### src/rtl/multicycle_ri_cpu.sv
// multicycle_ri_cpu: MIPS-32 R/I/J subset CPU with IF/ID/EX/MEM/WB FSM and req/ready memory ports
module multicycle_ri_cpu #(
  parameter int          IM_AW    = 6,
  parameter int          DM_AW    = 6,
  parameter logic [31:0] PC_RESET = 32'h0000_0000
) (
  input  logic             clk,
  input  logic             rst,
  output logic             im_req,
  output logic [IM_AW-1:0] im_addr,
  input  logic [31:0]      im_rdata,
  input  logic             im_ready,
  output logic             dm_req,
  output logic             dm_we,
  output logic [DM_AW-1:0] dm_addr,
  output logic [31:0]      dm_wdata,
  input  logic [31:0]      dm_rdata,
  input  logic             dm_ready,
  output logic [31:0]      F,
  output logic             ZF,
  output logic             OF,
  output logic [31:0]      pc,
  output logic             instr_done,
  output logic             halt
);
  typedef enum logic [2:0] {S_IF, S_ID, S_EX, S_MEM, S_WB, S_HALT} state_t;
  state_t      state_q, state_d;
  logic [31:0] pc_q, pc_d, ir_q, ir_d, a_q, a_d, b_q, b_d, f_q, f_d, mdr_q, mdr_d;
  logic        zf_q, zf_d, of_q, of_d, halt_q, halt_d, im_req_q, im_req_d, dm_req_q, dm_req_d;
  logic [31:0] rf_q [32];
  logic        rf_we;
  logic [4:0]  rf_wa;
  logic [31:0] rf_wd;
  logic [5:0]  op, funct, k;
  logic [15:0] imm;
  logic [31:0] sext, bop, sum, diff, alu_f;
  logic        is_r, is_br, is_j, is_mem, is_sw, is_lw, legal, ovf, taken;
  assign op     = ir_q[31:26];
  assign funct  = ir_q[5:0];
  assign imm    = ir_q[15:0];
  assign sext   = {{16{imm[15]}}, imm};
  assign is_r   = op == 6'h00;
  assign is_br  = op == 6'h04 || op == 6'h05;
  assign is_j   = op == 6'h02;
  assign is_lw  = op == 6'h23;
  assign is_sw  = op == 6'h2B;
  assign is_mem = is_lw || is_sw;
  assign legal  = is_r ? (funct == 6'h20 || funct == 6'h22 || (funct >= 6'h24 && funct <= 6'h27) ||
                          funct == 6'h2A || funct == 6'h2B)
                       : (op == 6'h08 || op == 6'h0A || (op >= 6'h0C && op <= 6'h0F) ||
                          is_mem || is_br || is_j);
  // I-type opcodes are folded onto the R-type funct that performs the same ALU op; 3F marks lui
  always_comb begin
    k = 6'h00;
    case (op)
      6'h00:               k = funct;
      6'h08, 6'h23, 6'h2B: k = 6'h20;
      6'h04, 6'h05:        k = 6'h22;
      6'h0A:               k = 6'h2A;
      6'h0C:               k = 6'h24;
      6'h0D:               k = 6'h25;
      6'h0E:               k = 6'h26;
      6'h0F:               k = 6'h3F;
      default:             k = 6'h00;
    endcase
  end
  assign bop   = (is_r || is_br) ? b_q : (op >= 6'h0C && op <= 6'h0E) ? {16'h0, imm} : sext;
  assign sum   = a_q + bop;
  assign diff  = a_q - bop;
  assign alu_f = k == 6'h20 ? sum :
                 k == 6'h22 ? diff :
                 k == 6'h24 ? a_q & bop :
                 k == 6'h25 ? a_q | bop :
                 k == 6'h26 ? a_q ^ bop :
                 k == 6'h27 ? ~(a_q | bop) :
                 k == 6'h2A ? {31'h0, $signed(a_q) < $signed(bop)} :
                 k == 6'h2B ? {31'h0, a_q < bop} : {imm, 16'h0};
  assign ovf   = (is_r || op == 6'h08) &&
                 (k == 6'h20 ? (a_q[31] == bop[31] && sum[31] != a_q[31]) :
                  k == 6'h22 ? (a_q[31] != bop[31] && diff[31] != a_q[31]) : 1'b0);
  assign taken = (op == 6'h04) ? (diff == 32'h0) : (diff != 32'h0);
  always_comb begin
    state_d  = state_q;
    pc_d     = pc_q;
    ir_d     = ir_q;
    a_d      = a_q;
    b_d      = b_q;
    f_d      = f_q;
    zf_d     = zf_q;
    of_d     = of_q;
    mdr_d    = mdr_q;
    halt_d   = halt_q;
    im_req_d = im_req_q;
    dm_req_d = dm_req_q;
    rf_we    = 1'b0;
    rf_wa    = is_r ? ir_q[15:11] : ir_q[20:16];
    rf_wd    = is_lw ? mdr_q : f_q;
    case (state_q)
      S_IF: begin
        im_req_d = 1'b1;
        if (im_req_q && im_ready) begin
          ir_d     = im_rdata;
          pc_d     = pc_q + 32'd4;
          im_req_d = 1'b0;
          state_d  = S_ID;
        end
      end
      S_ID: begin
        a_d     = rf_q[ir_q[25:21]];
        b_d     = rf_q[ir_q[20:16]];
        halt_d  = !legal;
        state_d = legal ? S_EX : S_HALT;
      end
      S_EX: begin
        if (is_j) begin
          pc_d     = {pc_q[31:28], ir_q[25:0], 2'b00};
          im_req_d = 1'b1;
          state_d  = S_IF;
        end else begin
          f_d  = alu_f;
          zf_d = alu_f == 32'h0;
          of_d = is_br ? of_q : ovf;
          if (is_br) begin
            pc_d     = taken ? pc_q + {sext[29:0], 2'b00} : pc_q;
            im_req_d = 1'b1;
            state_d  = S_IF;
          end else if (is_mem) begin
            dm_req_d = 1'b1;
            state_d  = S_MEM;
          end else
            state_d = S_WB;
        end
      end
      S_MEM: begin
        if (dm_req_q && dm_ready) begin
          dm_req_d = 1'b0;
          mdr_d    = dm_rdata;
          im_req_d = is_sw;
          state_d  = is_sw ? S_IF : S_WB;
        end
      end
      S_WB: begin
        rf_we    = rf_wa != 5'd0;
        im_req_d = 1'b1;
        state_d  = S_IF;
      end
      S_HALT:  state_d = S_HALT;
      default: state_d = S_IF;
    endcase
  end
  always_ff @(posedge clk) begin
    if (!rst) begin
      state_q  <= S_IF;
      pc_q     <= PC_RESET;
      ir_q     <= '0;
      a_q      <= '0;
      b_q      <= '0;
      f_q      <= '0;
      zf_q     <= 1'b0;
      of_q     <= 1'b0;
      mdr_q    <= '0;
      halt_q   <= 1'b0;
      im_req_q <= 1'b0;
      dm_req_q <= 1'b0;
      for (int i = 0; i < 32; i++) rf_q[i] <= '0;
    end else begin
      state_q  <= state_d;
      pc_q     <= pc_d;
      ir_q     <= ir_d;
      a_q      <= a_d;
      b_q      <= b_d;
      f_q      <= f_d;
      zf_q     <= zf_d;
      of_q     <= of_d;
      mdr_q    <= mdr_d;
      halt_q   <= halt_d;
      im_req_q <= im_req_d;
      dm_req_q <= dm_req_d;
      if (rf_we) rf_q[rf_wa] <= rf_wd;
    end
  end
  assign im_req     = im_req_q;
  assign im_addr    = pc_q[IM_AW+1:2];
  assign dm_req     = dm_req_q;
  assign dm_we      = is_sw;
  assign dm_addr    = f_q[DM_AW+1:2];
  assign dm_wdata   = b_q;
  assign F          = f_q;
  assign ZF         = zf_q;
  assign OF         = of_q;
  assign pc         = pc_q;
  assign halt       = halt_q;
  assign instr_done = state_q == S_WB || (state_q == S_EX && (is_br || is_j)) ||
                      (state_q == S_MEM && is_sw && dm_req_q && dm_ready);
endmodule

### config.mk
export PLATFORM = sky130hd
export DESIGN_NAME = multicycle_ri_cpu
export DESIGN_NICKNAME = d
export VERILOG_FILES = /design/src/rtl/multicycle_ri_cpu.sv
export SDC_FILE = /design/constraint.sdc
export NUM_CORES = 2
export LEC_CHECK = 0
export ABC_CLOCK_PERIOD_IN_PS = 16129
export CORE_MARGIN = 4
export CORE_UTILIZATION = 40
export DETAILED_ROUTE_END_ITERATION = 8
export GPL_ROUTABILITY_DRIVEN = 0
export SYNTH_ARGS = -nofsm -noshare
export SYNTH_HDL_FRONTEND = slang
export SYNTH_SLANG_ARGS = --single-unit
### constraint.sdc
create_clock -name clk -period 16.13 [get_ports clk]
set_input_delay 1.613 -clock clk [delete_from_list [all_inputs] [get_ports clk]]
set_output_delay 1.613 -clock clk [all_outputs]
set_load 0.05 [all_outputs]
==> run_results.csv <==
group,metric,value,unit
worst_setup_path,reg2reg_depth,21,
min_path,hp-class,"reg -> reg",
timing,finalHoldViolCount,0,
global_routing,antenna_found_initial,8,
yosys,synth_edf_count,1024,
cts,clock-sinks,1222,
final_layout,final_layout_size_suffix_gt1_share,20.4,%
worst_setup_path,crit_path_top_delay_cell,"o21ai_4",
timing,max_freq,130,MHz
placement,io_buffers,180,
yosys,netlist_top_cells_area,"edfxtp_1 (45%), mux4_2 (21%), nor2_1 (6.8%), dfxtp_1 (5.8%), clkbuf_1 (2.4%)",
cts,postCtsHoldBufs,0,
worst_setup_path,endpoint_kind,"register",
drt,ant_nets,0,
worst_setup_path,crit_cells,21,
pwr,vdd_drop_max,103,µV
worst_setup_path,crit_path_max_incr_delay,0.88,ns
global_routing,grt_pass1_wl,348,mm
timing,rsz0062_at_grt,"no",
cts,path_clk_slew,0.06,ns
worst_setup_path,path_delay_family,"compound AO/OA/AOI/OAI gates",
worst_setup_path,worst_setup_path_start_kind,"register",
cts,tritoncts,"built",
timing,tightest_slew,1.29,ns
yosys,synthTopCellsByCount,"nor2_1 (1239), edfxtp_1 (1024), mux4_2 (640)",
drt,postRouteWirelength,243,mm
yosys,yosysMostFrequentCell,"nor2_1",
yosys,ys_seq_elements,1222,
worst_setup_path,crit_required,16.81,ns
global_routing,grt_pass1_vias,49514,
cts,cts_resized,0,
timing,slew_violations,0,
worst_setup_path,setup.worst_path.start,"ir_q[30]",
final_layout,fillCellCount,15068,
floorplan,pin_count,183,
worst_setup_path,timing.rr.start,"ir_q[30]",
drt,vias,50309,
yosys,synth_seq_area_share,50.8,%
cts,clk_path_buf_depth,3,
pwr,total_power,8.57,mW
timing,period_needed,7.72,ns
worst_setup_path,crit_top_cell,"nor2_1",
pwr,p_int,6.02,mW
drt,drt_iter0_drc,7008,
pwr,clkPwrFrac,37.6,%
timing,finalSetupViolCount,0,
yosys,syn_inst,5560,
pwr,power.leakage,24.4,nW
final_layout,fin_nets,5702,
global_routing,overflow,0,
yosys,async_flop_share,0,%
yosys,ys.flop_type,"edfxtp_1",
worst_setup_path,r2r_end,"pc[26]",
timing,slew_headroom,12.4,%
worst_setup_path,crit_type,"reg -> reg",
worst_setup_path,worst-r2r-setup-slack,8.41,ns
yosys,synth.distinct_cells,95,
placement,hpwl,148,mm
worst_setup_path,worstPathMaxFanout,36,
worst_setup_path,worstPathArrival,8.40,ns
timing,fin_skew,0.0612,ns
worst_setup_path,crit_path_end,"pc[26]",
pwr,comb_power_share,19.6,%
timing,tns,0,ns
global_routing,grt_usage,26.7,%
floorplan,die_w,421,µm
min_path,holdCritStartpoint,"OF",
timing,finalCritPeriodShare,47.8,%
yosys,syn_area,0.0684,mm²
yosys,ys_warn_count,0,
floorplan,chipHeight,421,µm
floorplan,dieArea,0.178,mm²
drt,drc,0,
cts,insertion_delay,0.83,ns
status,outcome,"complete, no violations",
pwr,switching_share,29.7,%
cts,htree_levels,4,
floorplan,rows,151,
yosys,synth.avg_cell_area,12.3,µm²
worst_setup_path,crit_chain,"nor2_1, and3_1, a21oi_4, buf_4, a22oi_1, buf_4, o21a_1, inv_1, ha_1, nor2_1, a2111oi_2, nand3_1, a211oi_1, o31a_1, o21a_1, nor2_1, nor4_2, mux2i_1, o21ai_4, a21oi_1, o221a_2",
cts,cts_setup_buffers,0,
drt,vias_per_cell,6.42,
worst_setup_path,worst-path-buf-inv,3,
final_layout,area_growth,13.1,%
yosys,synth_top_area_cell,"edfxtp_1",
pwr,power.density,111,mW/mm²
pwr,switchingPower,2.55,mW
yosys,synth_top_cell_area_share,45.0,%
run,drv_cap,0,
global_routing,grt_start_max_net_pins,110,
cts,cts_buffers,135,
floorplan,initial_core_util,40.3,%
drt,dr.pass1.iters,5,
cts,root_buffer,"clkbuf_16",
floorplan,core_area,0.170,mm²
drt,routedWlPerCell,31.0,µm
pwr,pwr-share-seq,42.7,%
-- worst min-delay path by stage --
stage          endpoint  depth (start not counted)  slack, ns
2_1_floorplan  mdr_q[0]                          2       0.44
6_report             OF                          2       0.45
3_5_place_dp         OF                          2       0.45
4_1_cts              OF                          2       0.46
3_3_place_gp         OF                          2       0.45
5_1_grt              OF                          2       0.49
-- state kept, by name (all words and copies together), names as in the netlist, 3 cells and up --
register and cells:
F 32, a_q 32, dm_wdata 32, ir_q 32
mdr_q 32, pc 30, rf_q 1024, state_q 3
-- power groups by stage --
| stage | Sequential, mW | Clock [mW] | Combinational [mW] |
|---|---|---|---|
| final | 3.66 | 3.22 | 1.68 |
| after floorplan | 3.69 | 0 | 1.13 |
| after global routing | 3.67 | 3.39 | 1.78 |
| after CTS | 3.66 | 3.25 | 1.65 |
| after detailed placement | 3.73 | 0 | 1.64 |
| after global placement | 3.72 | 0 | 1.63 |
-- tightest hold or removal path, cell delays in order, from the launching register on --
cell and delay, ns:
dfxtp_1 0.31, nand2_1 0.05, a21oi_1 0.05
-- cell usage in the layout (no fill, tap or decap), drive strengths merged, types with 32 or more instances in the layout --
cell type      synthesis  routed
a211oi                83      83
a21oi                206     206
a311oi                42      42
buf                  105     136
clkbuf               435     172
clkdlybuf4s50          0     179
clkinv                 2      46
conb                   1      34
dfxtp                198     198
edfxtp              1024    1024
ha                   126     126
inv                  109     117
mux2i                 90      90
mux4                 640     640
nand2                402     402
nand2b                32      32
nand3                 60      60
nor2                1239    1239
nor3                  62      62
o211ai                37      37
o21a                  32      32
o21ai                132     132
xnor2                 40      40
-- cell type report --
type	instances	area (µm²)	share of cell area [%]
Inverter	111	424	0.548
Multi-Input combinational cell	3720	31900	41.2
Sequential cell	1222	34700	44.9
Tap cell	2218	2780	3.59
Antenna cell	3	7.51	0.00971
Timing Repair Buffer	315	2890	3.73
Clock buffer	172	3580	4.63
Clock inverter	71	1020	1.32
-- layer usage --
metal | vias up | routed length, µm | track usage [%] | part of all wire (%)
li1 | 20883 | - | - | -
met1 | 25554 | 87900 | 34.3 | 36
met2 | 3214 | 115000 | 43.4 | 47
met3 | 652 | 27300 | 5.97 | 11
met4 | 6 | 12900 | 12.5 | 5.3
met5 | - | 36 | 0 | 0.015
-- metrics by stage --
| step | hold WS [ns] | setup WS (ns) | instances | util (%) | area (µm²) |
|---|---|---|---|---|---|
| after floorplan | 0.436 | 10.37 | 5593 | - | 68500 |
| after global placement | 0.451 | 8.69 | 7586 | 42.9 | 72700 |
| after global routing | 0.489 | 7.89 | 7830 | 45.6 | 77300 |
| after detailed placement | 0.449 | 8.56 | 7586 | 42.9 | 72700 |
| after CTS | 0.457 | 8.58 | 7829 | 45.6 | 77300 |
| final | 0.454 | 8.41 | 7832 | 45.6 | 77300 |
-- cells by family after synthesis --
group,after synthesis,share of synthesized area [%]
mux,748,22.7
fa+ha+maj,129,2.39
other cells,1,0.00548
simple gates,1964,11.9
flops,1222,50.8
buf+inv,651,3.73
xor+xnor,58,0.743
compound gates,787,7.78
No activity file was read; power rests on OpenSTA's default activity.
